`config.mk`:
```
export PLATFORM = sky130hd
export DESIGN_NAME = dkong_snd_rom_arbiter
export DESIGN_NICKNAME = d
export VERILOG_FILES = /design/src/rtl/dkong_snd_pkg.sv /design/src/rtl/dkong_snd_rom_port.sv /design/src/rtl/dkong_snd_rom_arbiter.sv
export SDC_FILE = /design/constraint.sdc
export NUM_CORES = 1
export LEC_CHECK = 0
export ABC_AREA = 1
export BUFFER_PORTS_ARGS = -buffer_cell sky130_fd_sc_hd__buf_2
export CORE_MARGIN = 5
export CORE_UTILIZATION = 45
export CTS_CLUSTER_SIZE = 16
export DETAILED_ROUTE_END_ITERATION = 12
export PLACE_DENSITY_LB_ADDON = 0.08
export SLEW_MARGIN = 25
export SYNTH_ARGS = -nofsm -noshare
export SYNTH_HDL_FRONTEND = slang
export SYNTH_SLANG_ARGS = --single-unit
```
`constraint.sdc`:
```
create_clock -name W_CLK_24576M -period 3.6 [get_ports W_CLK_24576M]
set_input_delay 0.18 -clock W_CLK_24576M [delete_from_list [all_inputs] [get_ports W_CLK_24576M]]
set_output_delay 0.18 -clock W_CLK_24576M [all_outputs]
set_load 0.02 [all_outputs]
```
`src/rtl/dkong_snd_pkg.sv`:
```
// Shared types and constants for the Donkey Kong sound ROM arbiter.
// Used by dkong_snd_rom_arbiter and dkong_snd_rom_port.
package dkong_snd_pkg;

    typedef enum logic [1:0] {
        IDLE,
        CPU_WAIT,
        WAV_WAIT
    } rom_arb_state_t;

    localparam int         ROM_AW       = 20;
    localparam logic [7:0] TIMEOUT_DATA = 8'hFF;

endpackage

```
`src/rtl/dkong_snd_rom_port.sv`:
```
// One requester slot: pending flag, address latch, data/valid register.
// Optional one-entry tag when DKSND_ROM_CACHE_EN is defined.
module dkong_snd_rom_port
    import dkong_snd_pkg::*;
#(
    parameter int                AW   = 12,
    parameter logic [ROM_AW-1:0] BASE = '0
) (
    input  logic              clk,
    input  logic              rst_n,
    input  logic              req,
    input  logic [AW-1:0]     addr,
    input  logic              grant,
    input  logic              done,
    input  logic              tmo,
    input  logic              flush,
    input  logic [7:0]        mem_data,
    output logic              pending,
    output logic [ROM_AW-1:0] full_addr,
    output logic [7:0]        data,
    output logic              valid
);

    logic [AW-1:0] addr_q;
    logic          hit;
    logic [7:0]    hit_data;

    assign full_addr = ROM_AW'(addr_q) + BASE;

`ifdef DKSND_ROM_CACHE_EN
    logic [AW-1:0] fl_addr;
    logic [AW-1:0] tag_addr;
    logic [7:0]    tag_data;
    logic          tag_v;

    // A completing access takes the data path this cycle, so no hit then.
    assign hit      = req && tag_v && (addr == tag_addr) && !done && !flush;
    assign hit_data = tag_data;

    always_ff @(posedge clk or negedge rst_n) begin
        if (!rst_n) begin
            fl_addr  <= '0;
            tag_addr <= '0;
            tag_data <= 8'h00;
            tag_v    <= 1'b0;
        end else begin
            if (grant)
                fl_addr <= addr_q;
            if (flush) begin
                tag_v <= 1'b0;
            end else if (done) begin
                tag_v    <= 1'b1;
                tag_addr <= fl_addr;
                tag_data <= mem_data;
            end
        end
    end
`else
    logic unused_flush;

    assign hit          = 1'b0;
    assign hit_data     = 8'h00;
    assign unused_flush = flush;
`endif

    always_ff @(posedge clk or negedge rst_n) begin
        if (!rst_n) begin
            pending <= 1'b0;
            addr_q  <= '0;
            data    <= 8'h00;
            valid   <= 1'b0;
        end else begin
            // A new strobe beats the grant clear: it queues behind the access.
            if (req && !hit) begin
                pending <= 1'b1;
                addr_q  <= addr;
            end else if (grant) begin
                pending <= 1'b0;
            end
            valid <= done || tmo || hit;
            if (done)
                data <= mem_data;
            else if (tmo)
                data <= TIMEOUT_DATA;
            else if (hit)
                data <= hit_data;
        end
    end

endmodule

```
`src/rtl/dkong_snd_rom_arbiter.sv`:
```
// Shares the byte-wide sound ROM between 8035 program fetch and WAV fetch.
// Optional per-requester one-entry cache: define DKSND_ROM_CACHE_EN.
module dkong_snd_rom_arbiter
    import dkong_snd_pkg::*;
#(
    parameter logic [ROM_AW-1:0] CPU_BASE    = 20'h00000,
    parameter logic [ROM_AW-1:0] WAV_BASE    = 20'h10000,
    parameter int                MAX_CPU_RUN = 4,
    parameter int                TIMEOUT     = 255
) (
    input  logic              W_CLK_24576M,
    input  logic              W_RESETn,
    input  logic              cpu_req,
    input  logic [11:0]       cpu_addr,
    output logic [7:0]        cpu_data,
    output logic              cpu_valid,
    input  logic              wav_req,
    input  logic [18:0]       wav_addr,
    output logic [7:0]        wav_data,
    output logic              wav_valid,
    output logic              mem_req,
    output logic [ROM_AW-1:0] mem_addr,
    input  logic              mem_ack,
    input  logic [7:0]        mem_data,
    output logic              err_timeout
);

    rom_arb_state_t    state_q, state_n;
    logic [3:0]        run_q, run_n;
    logic [7:0]        tmo_q, tmo_n;
    logic              mem_req_n;
    logic [ROM_AW-1:0] mem_addr_n;
    logic              err_n;

    logic              cpu_pend, wav_pend;
    logic [ROM_AW-1:0] cpu_full, wav_full;
    logic              grant_cpu, grant_wav;
    logic              tmo_hit;

    assign grant_cpu = (state_q == IDLE) && cpu_pend &&
                       (!wav_pend || run_q < 4'(MAX_CPU_RUN));
    assign grant_wav = (state_q == IDLE) && wav_pend && !grant_cpu;
    assign tmo_hit   = (state_q != IDLE) && !mem_ack &&
                       (tmo_q == 8'(TIMEOUT - 1));

    dkong_snd_rom_port #(
        .AW   (12),
        .BASE (CPU_BASE)
    ) u_cpu_port (
        .clk       (W_CLK_24576M),
        .rst_n     (W_RESETn),
        .req       (cpu_req),
        .addr      (cpu_addr),
        .grant     (grant_cpu),
        .done      (state_q == CPU_WAIT && mem_ack),
        .tmo       (state_q == CPU_WAIT && tmo_hit),
        .flush     (tmo_hit),
        .mem_data  (mem_data),
        .pending   (cpu_pend),
        .full_addr (cpu_full),
        .data      (cpu_data),
        .valid     (cpu_valid)
    );

    dkong_snd_rom_port #(
        .AW   (19),
        .BASE (WAV_BASE)
    ) u_wav_port (
        .clk       (W_CLK_24576M),
        .rst_n     (W_RESETn),
        .req       (wav_req),
        .addr      (wav_addr),
        .grant     (grant_wav),
        .done      (state_q == WAV_WAIT && mem_ack),
        .tmo       (state_q == WAV_WAIT && tmo_hit),
        .flush     (tmo_hit),
        .mem_data  (mem_data),
        .pending   (wav_pend),
        .full_addr (wav_full),
        .data      (wav_data),
        .valid     (wav_valid)
    );

    always_ff @(posedge W_CLK_24576M or negedge W_RESETn) begin
        if (!W_RESETn) begin
            state_q     <= IDLE;
            run_q       <= '0;
            tmo_q       <= '0;
            mem_req     <= 1'b0;
            mem_addr    <= '0;
            err_timeout <= 1'b0;
        end else begin
            state_q     <= state_n;
            run_q       <= run_n;
            tmo_q       <= tmo_n;
            mem_req     <= mem_req_n;
            mem_addr    <= mem_addr_n;
            err_timeout <= err_n;
        end
    end

    always_comb begin
        state_n    = state_q;
        run_n      = run_q;
        tmo_n      = tmo_q;
        mem_req_n  = mem_req;
        mem_addr_n = mem_addr;
        err_n      = err_timeout;

        unique case (state_q)
            IDLE: begin
                tmo_n = '0;
                if (grant_cpu) begin
                    state_n    = CPU_WAIT;
                    mem_req_n  = 1'b1;
                    mem_addr_n = cpu_full;
                end else if (grant_wav) begin
                    state_n    = WAV_WAIT;
                    mem_req_n  = 1'b1;
                    mem_addr_n = wav_full;
                end
            end
            CPU_WAIT, WAV_WAIT: begin
                // Ack on the timeout cycle still delivers real data.
                if (mem_ack) begin
                    state_n   = IDLE;
                    mem_req_n = 1'b0;
                end else if (tmo_hit) begin
                    state_n   = IDLE;
                    mem_req_n = 1'b0;
                    err_n     = 1'b1;
                end else begin
                    tmo_n = tmo_q + 8'd1;
                end
            end
            default: state_n = IDLE;
        endcase

        if (grant_wav || !wav_pend)
            run_n = '0;
        else if (grant_cpu && run_q < 4'(MAX_CPU_RUN))
            run_n = run_q + 4'd1;
    end

endmodule

```
# Word level (Yosys, flattened, before mapping)
# Index checks and enable logic that the tools add are counted.
[totals]
regBits = 87
elab_cells = 84
out_inout_bits = 40
[op_classes]
reduce_logical = 33
n_eq_ne = 7
order_cmp = 1
mux = 25
n_addsub = 3
bitwise_logic = 1
[op_table]
columns = ["cell", "count"]
rows = [
  ["$mux W8", 6],
  ["$mux W20", 2],
  ["$add A19 B17 Y20 const B", 1],
  ["$pmux W8 S2", 1],
  ["$reduce_bool A2 Y1", 8],
  ["$logic_and A1 B1 Y1", 11],
  ["$reduce_and A3 Y1", 3],
  ["$add A8 B1 Y8 const B", 1],
  ["$eq A8 B8 Y1 const B", 1],
  ["$mux W1", 8],
  ["$mux W2", 4],
  ["$mux W4", 2],
  ["$ne A3 B3 Y1 const B", 2],
  ["$add A4 B1 Y4 const B", 1],
  ["$logic_or A1 B1 Y1", 4],
  ["$lt A4 B3 Y1 const B", 1],
  ["$ne A2 B2 Y1 const B", 2],
  ["$pmux W2 S2", 1],
  ["$reduce_and A2 Y1", 2],
  ["$logic_not A1 Y1", 3],
  ["$eq A2 B1 Y1 const B", 1],
  ["$eq A2 B2 Y1 const B", 1],
  ["$logic_not A2 Y1", 1],
  ["$pmux W1 S2", 1],
  ["other kinds (2)", 2],
]

# Depth between registers and ports, before layout
[logic_depth]
depth_word = 8
depth_mapped = 9
depth_no_buf = 9

# Modules after synthesis
# A second synthesis with hierarchy kept.
[unflattened]
hier_cells = 522
area_unflattened_um2 = 4236.6
[by_module_without_submodules]
columns = ["module", "n_inst", "cells_each", "seq_area_each_um2", "area_each_um2"]
rows = [
  ["dkong_snd_rom_arbiter", 1, 248, 900.9, 1956.9],
  ["dkong_snd_rom_port at u_wav_port", 1, 157, 725.7, 1307.5],
  ["dkong_snd_rom_port at u_cpu_port", 1, 117, 550.5, 972.2],
]

# Worst setup path after synthesis
# Ideal clock, no wire load.
[synth_path]
path_kind = "register -> register"
startpoint = "reg state_q[0]"
endpoint = "reg tmo_q[3]"
required_time_ns = 3.483
setup_ns = 0.117
stages_incl_launch_ff = 8
period_less_slack_ns = 1.427
arrival_time_ns = 1.310
setup_slack_ns = 2.173
cell_sequence = "dfrtp_1 > inv_1 > ha_1 > buf_2 > nand4_1 > nand3_1 > nand2_1 > nand2_1"
[synth_via]
elab_chain_cells = 5
elab_cells_between_ends = 12
[synth_rtl]
columns = ["element", "line", "source"]
rows = [
  ["start, declared", "dkong_snd_rom_arbiter.sv:28", "rom_arb_state_t state_q, state_n;"],
  ["start signal, assigned", "dkong_snd_rom_arbiter.sv:93", "state_q <= state_n;"],
  ["$reduce_bool A2 Y1", "dkong_snd_rom_arbiter.sv:43", "assign tmo_hit = (state_q != IDLE) && !mem_ack &&"],
  ["$logic_and A1 B1 Y1 (2 in series)", "dkong_snd_rom_arbiter.sv:43", ""],
  ["$ne A2 B2 Y1 (no line)", "--", ""],
  ["$reduce_and A3 Y1 (no line)", "--", ""],
  ["end signal, assigned", "dkong_snd_rom_arbiter.sv:95", "tmo_q <= tmo_n;"],
  ["end, declared", "dkong_snd_rom_arbiter.sv:30", "logic [7:0] tmo_q, tmo_n;"],
]
# Several ways; a longest one is shown, not always the timed one.
# A chain may end at the register's enable or synchronous reset.

# Final worst setup path
[layout_path]
startpoint = "reg state_q[1]"
endpoint = "reg mem_req"
[layout_via]
elab_chain_cells = 7
elab_cells_between_ends = 18
[layout_rtl]
columns = ["element", "line", "source"]
rows = [
  ["$logic_not A2 Y1", "dkong_snd_rom_arbiter.sv:40, dkong_snd_rom_arbiter.sv:42, dkong_snd_rom_arbiter.sv:110", ""],
  ["$logic_and A1 B1 Y1 (2 in series)", "dkong_snd_rom_arbiter.sv:40", "assign grant_cpu = (state_q == IDLE) && cpu_pend &&"],
  ["$logic_not A1 Y1", "dkong_snd_rom_arbiter.sv:42", "assign grant_wav = (state_q == IDLE) && wav_pend && !grant_cpu;"],
  ["$logic_and A1 B1 Y1", "dkong_snd_rom_arbiter.sv:42", ""],
  ["$ne A3 B3 Y1 (no line)", "--", ""],
  ["$reduce_and A3 Y1 (no line)", "--", ""],
  ["end signal, assigned", "dkong_snd_rom_arbiter.sv:96", "mem_req <= mem_req_n;"],
  ["end, declared", "dkong_snd_rom_arbiter.sv:21", "output logic mem_req,"],
]
# Several ways; a longest one is shown, not always the timed one.

==> key figures <==
Synthesis
  • EDFF count, synth: 0
  • Fraction of registers with async set/reset: 100.0%
  • #FFs+latches synth: 87
  • Synthesized instance count: 440
  • Most frequent cell after synthesis: nand2_1
  • Mapped cell area: 3802 µm²
  • Top post-synthesis cells by area: dfrtp_1, nand2_1, inv_1
  • Cell accounting for the most synthesized area: dfrtp_1
  • Synth top cells by count: nand2_1, dfrtp_1, inv_1
  • Seq/Total Area, Yosys: 57.26%
  • Top cell type's share of synthesized area: 57.26%
  • Post-synth cell types: 25
  • Yosys Warn Count: 0
  • Ys flop type: dfrtp_1
  • Post-Syn Nets: 493
  • Avg Synthesized Cell Area: 8.642 µm²

GRT
  • Initial antenna violation count: 0
  • Number of global-route vias before repair: 2944
  • GRT Util Overall: 16.80%
  • Pin count of the biggest net entering global routing: 63
  • Global route total overflow: 0
  • First-pass GRT wire length: 13700 µm

Die
  • Initial Util: 46.28%
  • Core ar.: 8217 µm²
  • Die height: 101.9 µm
  • Die width: 101.9 µm
  • Die footprint: 10390 µm²
  • I/O pin count: 84
  • Cell row count: 33

Placed design
  • Dpl ws: 1.437 ns
  • PortBufs: 83
  • DPL Wire Length: 5818 µm
  • Area after DPL: 4284 µm²
  • Routability congestion estimate: 0.8314

Clock tree
  • Inserted Clock Buffers: 9
  • Clock-pin slew on the worst setup and hold paths: 0.10 ns
  • PostCTS Resize Cnt: 0
  • CTS sink cnt: 87
  • TritonCTS clock tree: done
  • Clock latency on the worst-skew pair: 0.35 ns
  • CTS Buffer Depth: 2
  • Root buf cell: clkbuf_8
  • CTS HTree Levels: 3

Cells and area
  • Sequential standard cell area: 2177 µm²
  • Share of post-route cells with drive strength above 1: 20.98%
  • Multi-input gate area: 1380 µm²
  • Cell area after layout: 4477 µm²
  • Antenna diodes: 0
  • Fill cells: 808
  • Final Net Count: 577
  • P&R area growth vs syn: 17.74%

Pwr
  • Leakage: 2.435 nW
  • Flop pwr share: 41.6%
  • Clock power share: 18.9%
  • Sw Ratio: 42.19%
  • Pwr Total: 0.003328 W
  • Max VDD drop: 0.3067 mV
  • Logic gate share of total power: 39.5%
  • PD cells: 743.4 nW/µm²
  • Switch Pwr: 0.001404 W
  • Internal power: 0.001924 W

Routing
  • 1st-iter DRT viols: 130
  • Pre-antenna DRT Iters: 4
  • Vias per inst: 4.795
  • Remaining routing DRC violations: 0
  • Routed wire length: 8196 µm
  • Avg WL per Cell: 12.93 µm
  • Routed Antenna Nets: 0
  • Vias: 3040

Timing
  • Clock skew: 0.01858 ns
  • Fmax: 461.0 MHz
  • RSZ-0062 raised after global routing: false
  • Period minus WS final: 2.169 ns
  • Setup slack after layout: 1.431 ns
  • Final worst path period share: 60.26%
  • Worst-margin pin slew: 0.7902 ns
  • Final Max Slew Viols: 0
  • Setup Total Neg Slack: 0 ns
  • Slew margin rel.: 47.19%
  • Fin. Hold Viols: 0
  • Final setup viols: 0

Worst hold path
  • Worst min-delay path class: in2reg
  • Hold path cells: 3

Run
  • Max-cap violations: 0

Setup path
  • Crit Path Class: reg2reg
  • Critical path arrival: 2.44 ns
  • Critical Path Start Type: flip-flop
  • Worst EP required: 3.87 ns
  • Reg2reg path depth: 6
  • Critical Path Fanout Max: 25
  • Crit end category: flip-flop

Status
  • Run status: finished clean
[power by group through the flow]
stage          clock network (W)  logic [W]  registers (W)
6_report                0.000630    0.00131        0.00138
5_1_grt                 0.000695    0.00148        0.00141
4_1_cts                 0.000651    0.00134        0.00138
3_5_place_dp                   0    0.00134        0.00140
3_3_place_gp                   0    0.00130        0.00140
2_1_floorplan                  0   0.000729        0.00161
[layer usage]
| metal | track usage [%] | part of all wire [%] |
|---|---|---|
| met3 | 4.232 | 6.7 |
| met4 | 5.146 | 0.88 |
| met5 | 0 | 0 |
| met2 | 26.66 | 47 |
| met1 | 22.96 | 46 |
[cell usage in the layout (no fill, tap or decap)]
master	Yosys	layout
nand3_1	25	25
inv_6	0	1
clkbuf_1	5	1
nor2_2	1	1
nor3_1	1	1
xor2_1	2	2
inv_1	43	43
o21ai_0	14	14
dlygate4sd3_1	0	1
a31oi_1	13	13
clkinv_2	1	1
a21oi_2	1	1
clkbuf_8	0	10
nand3_2	1	1
nand4_1	3	3
dfrtp_1	87	87
nand2_1	157	157
o31ai_1	1	1
a21oi_1	20	20
buf_2	3	82
ha_1	9	9
nand2_4	5	5
nor2_1	40	40
nand2_2	2	2
clkinvlp_4	0	2
xnor2_1	1	1
buf_4	1	2
clkinv_4	0	2
inv_2	1	1
[area by class of cell]
| class | count | share of cell area [%] |
|---|---|---|
| inverters | 45 | 3.801 |
| clock inverters | 5 | 0.9223 |
| multi-input cells | 296 | 30.83 |
| clock buffers | 11 | 3.158 |
| flip-flops and latches | 87 | 48.63 |
| well taps | 105 | 2.935 |
| repair buffers | 85 | 9.726 |
[sequential cells by signal, summed over array words and instances (netlist names), 2 cells and up]
| signal | count |
|---|---|
| mem_addr | 20 |
| u_wav_port.data | 8 |
| tmo_q | 8 |
| u_cpu_port.addr_q | 12 |
| u_cpu_port.data | 8 |
| run_q | 4 |
| state_q | 2 |
| u_wav_port.addr_q | 19 |
[worst max-delay path, cell delays in order (launching register included)]
cell and delay [ns]:
dfrtp_1 0.42, inv_1 0.12, ha_1 0.28, nand2_1 0.28
nand2_1 0.68, a21oi_1 0.14, a31oi_1 0.17
[kinds of logic after synthesis]
| group | synth area share (%) |
|---|---|
| xor gates and xnor gates | 0.6911 |
| and+or+nand+nor | 25.60 |
| adders and majority gates | 2.962 |
| buffers and inverters | 6.449 |
| AOI/OAI and AO/OA | 7.042 |
| DFF | 57.26 |
[through the flow]
step	utilization, %	hold WS [ns]	std cells
2_1_floorplan	-	-0.1156	440
3_3_place_gp	52.14	0.3195	617
3_5_place_dp	52.14	0.3161	617
4_1_cts	54.48	0.008794	634
5_1_grt	54.48	0.01119	634
6_report	54.48	0.01548	634
[path summary, 6_finish.rpt]
kind,from,end,slack [ns]
max,state_q[1]$_DFFE_PN0P_,mem_req$_DFFE_PN0P_,1.43
min,cpu_addr[6],u_cpu_port.addr_q[6]$_DFFE_PN0P_,0.02
max reg2reg,state_q[1]$_DFFE_PN0P_,mem_req$_DFFE_PN0P_,1.43
min reg2reg,err_timeout$_DFFE_PN0P_,err_timeout$_DFFE_PN0P_,0.46
max in group asynchronous,W_RESETn,u_cpu_port.data[6]$_DFFE_PN0P_,2.32
min in group asynchronous,W_RESETn,tmo_q[2]$_DFFE_PN0P_,0.44
[what timing repair did]
action	in CTS	in global routing
setup buffers	0	0
hold endpoints to repair	61	0
hold buffers	1	0
No activity file was read; power rests on OpenSTA's default activity.
